### src/rtl/gray_conv_sched_if.sv
// gray_conv_sched_if: two requester ports, response port and busy flag of gray_conv_sched.
// master drives requests and rsp_ready; slave is the scheduler.
interface gray_conv_sched_if #(parameter int WIDTH = 4);
    logic             req0_valid;
    logic             req0_mode;
    logic [WIDTH-1:0] req0_data;
    logic             req0_ready;
    logic             req1_valid;
    logic             req1_mode;
    logic [WIDTH-1:0] req1_data;
    logic             req1_ready;
    logic             rsp_valid;
    logic             rsp_id;
    logic [WIDTH-1:0] rsp_data;
    logic             rsp_ready;
    logic             busy;
    modport master (
        output req0_valid, req0_mode, req0_data, input req0_ready,
        output req1_valid, req1_mode, req1_data, input req1_ready,
        input rsp_valid, rsp_id, rsp_data, output rsp_ready,
        input busy
    );
    modport slave (
        input req0_valid, req0_mode, req0_data, output req0_ready,
        input req1_valid, req1_mode, req1_data, output req1_ready,
        output rsp_valid, rsp_id, rsp_data, input rsp_ready,
        output busy
    );
endinterface

### src/rtl/gray_conv_sched.sv
// gray_conv_sched: round-robin two-requester binary<->Gray converter, one conversion in flight.
// Define GRAY_SCHED_FASTPATH_EN to drop the CONV state and register the result on the accept edge.
module gray_conv_sched #(
    parameter int WIDTH = 4
) (
    input logic clk,
    input logic rst_n,
    gray_conv_sched_if.slave bus
);
    typedef enum logic [1:0] {IDLE, CONV, RESP} state_t;
    state_t           state, state_nxt;
    logic             last_gnt, gnt0, gnt1, take, sel_mode, id_q;
    logic [WIDTH-1:0] sel_data, rsp_data_q;
`ifndef GRAY_SCHED_FASTPATH_EN
    logic             mode_q;
    logic [WIDTH-1:0] data_q;
`endif

    // mode 0: g = b ^ (b >> 1); mode 1: prefix XOR from the MSB down
    function automatic logic [WIDTH-1:0] convert(input logic mode, input logic [WIDTH-1:0] d);
        logic [WIDTH-1:0] b;
        b[WIDTH-1] = d[WIDTH-1];
        for (int i = WIDTH - 2; i >= 0; i--) b[i] = mode ? b[i+1] ^ d[i] : d[i+1] ^ d[i];
        return b;
    endfunction

    // last_gnt resets to 1 so requester 0 wins the first contested grant
    always_comb begin
        gnt0     = state == IDLE && rst_n && bus.req0_valid && (!bus.req1_valid || last_gnt);
        gnt1     = state == IDLE && rst_n && bus.req1_valid && !gnt0;
        take     = gnt0 | gnt1;
        sel_mode = gnt1 ? bus.req1_mode : bus.req0_mode;
        sel_data = gnt1 ? bus.req1_data : bus.req0_data;
    end

    always_comb begin
        state_nxt = state;
        case (state)
`ifdef GRAY_SCHED_FASTPATH_EN
            IDLE:    state_nxt = take ? RESP : IDLE;
`else
            IDLE:    state_nxt = take ? CONV : IDLE;
            CONV:    state_nxt = RESP;
`endif
            RESP:    state_nxt = bus.rsp_ready ? IDLE : RESP;
            default: state_nxt = IDLE;
        endcase
    end

    always_ff @(posedge clk or negedge rst_n) begin
        if (!rst_n) begin
            state      <= IDLE;
            last_gnt   <= 1'b1;
            id_q       <= 1'b0;
            rsp_data_q <= '0;
`ifndef GRAY_SCHED_FASTPATH_EN
            mode_q     <= 1'b0;
            data_q     <= '0;
`endif
        end else begin
            state <= state_nxt;
            if (take) begin
                last_gnt <= gnt1;
                id_q     <= gnt1;
`ifdef GRAY_SCHED_FASTPATH_EN
                rsp_data_q <= convert(sel_mode, sel_data);
`else
                mode_q   <= sel_mode;
                data_q   <= sel_data;
`endif
            end
`ifndef GRAY_SCHED_FASTPATH_EN
            if (state == CONV) rsp_data_q <= convert(mode_q, data_q);
`endif
        end
    end

    assign bus.req0_ready = gnt0;
    assign bus.req1_ready = gnt1;
    assign bus.rsp_valid  = state == RESP;
    assign bus.rsp_id     = id_q;
    assign bus.rsp_data   = rsp_data_q;
    assign bus.busy       = state != IDLE;
endmodule

### src/flat_wrapper.sv
// flat-port wrapper written by rule: the top's interface ports become plain ports
module gray_conv_sched_flat 
#(
    parameter int WIDTH = 4
)
  (clk, rst_n, bus_req0_valid, bus_req0_mode, bus_req0_data, bus_req0_ready, bus_req1_valid, bus_req1_mode, bus_req1_data, bus_req1_ready, bus_rsp_valid, bus_rsp_id, bus_rsp_data, bus_rsp_ready, bus_busy);
  gray_conv_sched_if #(.WIDTH(WIDTH)) bus_i ();
  input logic clk;
  input logic rst_n;
  input wire logic [$bits(bus_i.req0_valid)-1:0] bus_req0_valid;
  input wire logic [$bits(bus_i.req0_mode)-1:0] bus_req0_mode;
  input wire logic [$bits(bus_i.req0_data)-1:0] bus_req0_data;
  output wire logic [$bits(bus_i.req0_ready)-1:0] bus_req0_ready;
  input wire logic [$bits(bus_i.req1_valid)-1:0] bus_req1_valid;
  input wire logic [$bits(bus_i.req1_mode)-1:0] bus_req1_mode;
  input wire logic [$bits(bus_i.req1_data)-1:0] bus_req1_data;
  output wire logic [$bits(bus_i.req1_ready)-1:0] bus_req1_ready;
  output wire logic [$bits(bus_i.rsp_valid)-1:0] bus_rsp_valid;
  output wire logic [$bits(bus_i.rsp_id)-1:0] bus_rsp_id;
  output wire logic [$bits(bus_i.rsp_data)-1:0] bus_rsp_data;
  input wire logic [$bits(bus_i.rsp_ready)-1:0] bus_rsp_ready;
  output wire logic [$bits(bus_i.busy)-1:0] bus_busy;
  assign bus_i.req0_valid = bus_req0_valid;
  assign bus_i.req0_mode = bus_req0_mode;
  assign bus_i.req0_data = bus_req0_data;
  assign bus_req0_ready = bus_i.req0_ready;
  assign bus_i.req1_valid = bus_req1_valid;
  assign bus_i.req1_mode = bus_req1_mode;
  assign bus_i.req1_data = bus_req1_data;
  assign bus_req1_ready = bus_i.req1_ready;
  assign bus_rsp_valid = bus_i.rsp_valid;
  assign bus_rsp_id = bus_i.rsp_id;
  assign bus_rsp_data = bus_i.rsp_data;
  assign bus_i.rsp_ready = bus_rsp_ready;
  assign bus_busy = bus_i.busy;
  gray_conv_sched #(.WIDTH(WIDTH)) u_core (.clk(clk), .rst_n(rst_n), .bus(bus_i));
endmodule
### config.mk
export PLATFORM = sky130hd
export DESIGN_NAME = gray_conv_sched_flat
export DESIGN_NICKNAME = d
export VERILOG_FILES = /design/src/rtl/gray_conv_sched_if.sv /design/src/rtl/gray_conv_sched.sv /design/src/flat_wrapper.sv
export SDC_FILE = /design/constraint.sdc
export NUM_CORES = 1
export LEC_CHECK = 0
export CAP_MARGIN = 25
export CORE_UTILIZATION = 45
export CTS_CLUSTER_DIAMETER = 50
export DETAILED_ROUTE_END_ITERATION = 12
export GPL_TIMING_DRIVEN = 1
export MAX_ROUTING_LAYER = met4
export PLACE_DENSITY_LB_ADDON = 0.3
export SLEW_MARGIN = 10
export SYNTH_ARGS = -nofsm -noshare
export SYNTH_HDL_FRONTEND = slang
export SYNTH_SLANG_ARGS = --single-unit
export TNS_END_PERCENT = 50
### constraint.sdc
create_clock -name clk -period 4.7 [get_ports clk]
set_clock_uncertainty 0.15 [all_clocks]
set_input_delay 0.705 -clock clk [delete_from_list [all_inputs] [get_ports clk]]
set_output_delay 0.705 -clock clk [all_outputs]
set_load 0.01 [all_outputs]
==> metrics.txt <==
non-filler cells, final 101; number of post-CTS setup repair buffers 0; transition at the pin with the smallest max-transition slack 0.364 ns; internal power component 0.316 mW; main area contributors after synthesis sky130_fd_sc_hd__dfrtp_1 (46%), sky130_fd_sc_hd__a221o_1 (7.7%), sky130_fd_sc_hd__nand2_1 (6.4%); beginning of the worst register-to-register path u_core.state[1]; cell taking the most area after synthesis sky130_fd_sc_hd__dfrtp_1; sequential group share of total power 43.5%; Max Transition Viols Final 0; Tot GR Track Use 18.4%; dominant synthesized flop cell sky130_fd_sc_hd__dfrtp_1; number of cells after detailed placement 97; CTS Buf Count 3; total power divided by cell area 512 nW/um^2; final routed wirelength across all metal layers 1.19 mm; CTS tree done; maximum number of pins on one net before global-route repair 15; crit path to bus_req1_ready; number of filler instances in the final layout 108; leading post-synthesis cells by instance count sky130_fd_sc_hd__dfrtp_1 (12), sky130_fd_sc_hd__nand2_1 (11), sky130_fd_sc_hd__a221o_1 (5), sky130_fd_sc_hd__nor3_1 (5); global-route wire length before repair 1.80 mm; share of final-layout standard cells stronger than drive strength 1 10.5%; initial antenna violation count 0; switching power summed over all nets 0.153 mW; Chip Height 40.0 um; number of hold buffers added after cts 0; final-report setup violation count 0; Avg Synthesized Cell Area 10.8 um^2; status finished clean; multi-input gate area in the final layout 297 um^2; detailed placement HPWL 975 um; final core utilization 69.6%; Net Count, Synth 75; Lkg Pwr 0.408 nW; endpoints failing hold 0; VDD IR-drop max 0.231 mV; number of global-route vias before repair 451; Die Wd 40.0 um; sequential element share of the synthesized area 50.3%; RD Place Congestion 0.694; Initial Util 49.3%; async set-reset flop share out of synthesis 100%; Crit Path Category in2out; max-cap violations 0; post-detailed-route via-to-cell ratio 5.05; Unique masters post-synth 25; antenna-violating nets left 0; Storage cell area 327 um^2; Warnings, synthesis 0; number of H-tree levels 1; Sw Share 32.6%; Bufs on Longest Clock Path 2; number of synthesized flops with an enable pin 0; cell at the root of the clock tree sky130_fd_sc_hd__clkbuf_4; Crit Reg-Reg Endpoint u_core.data_q[0]; worst max-slew margin expressed relative to the limit 75.6%; flip-flop and latch count after synthesis 13; final worst-path cycle share 80.1%; cell count after synthesis 60; total of cells resized after clock tree synthesis 0; total via count in the routed design 510; highest clock frequency the design can meet 266 MHz; I/O pin total 24; most repeated cell in the gate-level netlist after synthesis sky130_fd_sc_hd__dfrtp_1; floorplan die area 1600 um^2; clock period minus worst slack 3.77 ns; R2R Setup Slk 2.92 ns; grt total ovfl 0; number of search-and-repair iterations in the first detailed-routing pass 3; clock tree sinks 13; setup repair after global routing missed its margin false; residual DRC count 0; setup tns final 0 ns; CP Capture Type output pin; clock latency of the later-clocked register in the worst-skew pair 0.26 ns; final routed wire length divided by cell count 11.8 um; standard-cell rows 13; cell count of the worst reg-to-reg path 3; fraction of post-synthesis cell area in the top cell type by area 46.2%; signal arrival time at the worst endpoint 2.91 ns; Logic pwr share 42.7%; diodes inserted 0; Syn-to-layout area delta 41.2%; crit start category input port; type of the worst min-delay path reg2reg; clock transition at the registers of the reported paths 0.07 ns; total number of nets in the final design 102; largest driver fanout on the critical path 14; worst setup path startpoint rst_n; data required time of the worst path 3.85 ns; violation count after the first detailed-routing iteration 13; Synth Cell Area 649 um^2; placeable core region 1320 um^2; Clock power frac 13.8%; number of buffers added on ports 23
-- worst min path at each step --
stage	to	start	depth (start not counted)	slack [ns]
CTS	u_core.bus.rsp_data[0]	u_core.bus.rsp_data[0]	2	0.33
finish	u_core.bus.rsp_data[0]	u_core.bus.rsp_data[0]	2	0.33
global placement	u_core.bus.rsp_data[2]	u_core.bus.rsp_data[2]	2	0.31
floorplan	u_core.bus.rsp_data[0]	rst_n	0	0.26
detailed placement	u_core.bus.rsp_data[0]	u_core.bus.rsp_data[0]	2	0.32
global route	u_core.bus.rsp_data[0]	u_core.bus.rsp_data[0]	2	0.35
-- sequential cells by signal (all words and copies together) (netlist names) --
register	flops
u_core.bus.rsp_data	4
u_core.state	2
u_core.bus.rsp_id	1
u_core.data_q	4
u_core.mode_q	1
u_core.last_gnt	1
-- cell families after synthesis --
| family | after synthesis | share of synthesized area (%) |
|---|---|---|
| compound gates | 12 | 18.9 |
| buf+inv | 5 | 4.05 |
| xor+xnor | 4 | 5.40 |
| simple gates | 25 | 19.7 |
| flops | 13 | 50.3 |
| mux | 1 | 1.73 |
-- cell type report --
type                    count  area share (%)
clock buffers               4            2.86
repair buffers             24            25.9
well taps                  15            2.05
multi-input cells          42            32.3
inverters                   3            1.23
flip-flops and latches     13            35.6
-- power by group through the flow --
stage	Sequential [mW]	Combinational (mW)	Clock, mW
global placement	0.205	0.198	0
detailed placement	0.207	0.204	0
global route	0.212	0.219	0.0722
floorplan	0.207	0.116	0
CTS	0.205	0.204	0.0672
finish	0.204	0.201	0.0646
-- cell usage in the layout, fill, tap and decap left out --
cell type                         Yosys  routed
sky130_fd_sc_hd__clkbuf_4             0       3
sky130_fd_sc_hd__inv_1                3       3
sky130_fd_sc_hd__a211oi_4             1       1
sky130_fd_sc_hd__clkbuf_1             1       1
sky130_fd_sc_hd__nand2_1             11      11
sky130_fd_sc_hd__xnor2_1              3       3
sky130_fd_sc_hd__o21bai_4             1       1
sky130_fd_sc_hd__nand3_1              1       1
sky130_fd_sc_hd__or2b_1               1       1
sky130_fd_sc_hd__buf_4                0       1
sky130_fd_sc_hd__dfrtp_1             12      12
sky130_fd_sc_hd__mux2_2               1       1
sky130_fd_sc_hd__nand2b_1             1       1
sky130_fd_sc_hd__clkdlybuf4s50_1      0      23
sky130_fd_sc_hd__a211o_1              1       1
sky130_fd_sc_hd__and2b_1              1       1
sky130_fd_sc_hd__a21o_1               2       2
sky130_fd_sc_hd__dfstp_2              1       1
sky130_fd_sc_hd__nor2b_1              1       1
sky130_fd_sc_hd__a221o_1              5       5
sky130_fd_sc_hd__o21ai_0              2       2
sky130_fd_sc_hd__xor2_1               1       1
sky130_fd_sc_hd__or2_2                1       1
sky130_fd_sc_hd__nand4_1              1       1
sky130_fd_sc_hd__nor3_1               5       5
sky130_fd_sc_hd__or3b_1               1       1
sky130_fd_sc_hd__nor3b_1              1       1
-- worst max-delay path, cell delays in order --
cell and delay (ns):
sky130_fd_sc_hd__clkdlybuf4s50_1 0.46, sky130_fd_sc_hd__buf_4 0.20, sky130_fd_sc_hd__or3b_1 0.52, sky130_fd_sc_hd__a211oi_4 0.41, sky130_fd_sc_hd__clkdlybuf4s50_1 0.61
-- routing by layer --
layer	GRT usage (%)	up-vias	wire length, um
met5	-	-	0
met4	12.9	0	16
met3	1.67	2	64
met2	32.7	20	599
met1	18.9	224	509
li1	-	264	-
-- stage by stage --
step                      setup slack, ns  power, mW  hold WS, ns  cell area [um^2]
after detailed placement            0.911      0.411        0.315               891
after global routing                0.784      0.504        0.349               917
after floorplan                      2.30      0.324        0.259               649
final                               0.934      0.470        0.325               917
after global placement              0.946      0.403        0.307               891
after CTS                           0.901      0.476        0.331               917
(Power assumes the default switching activity.)
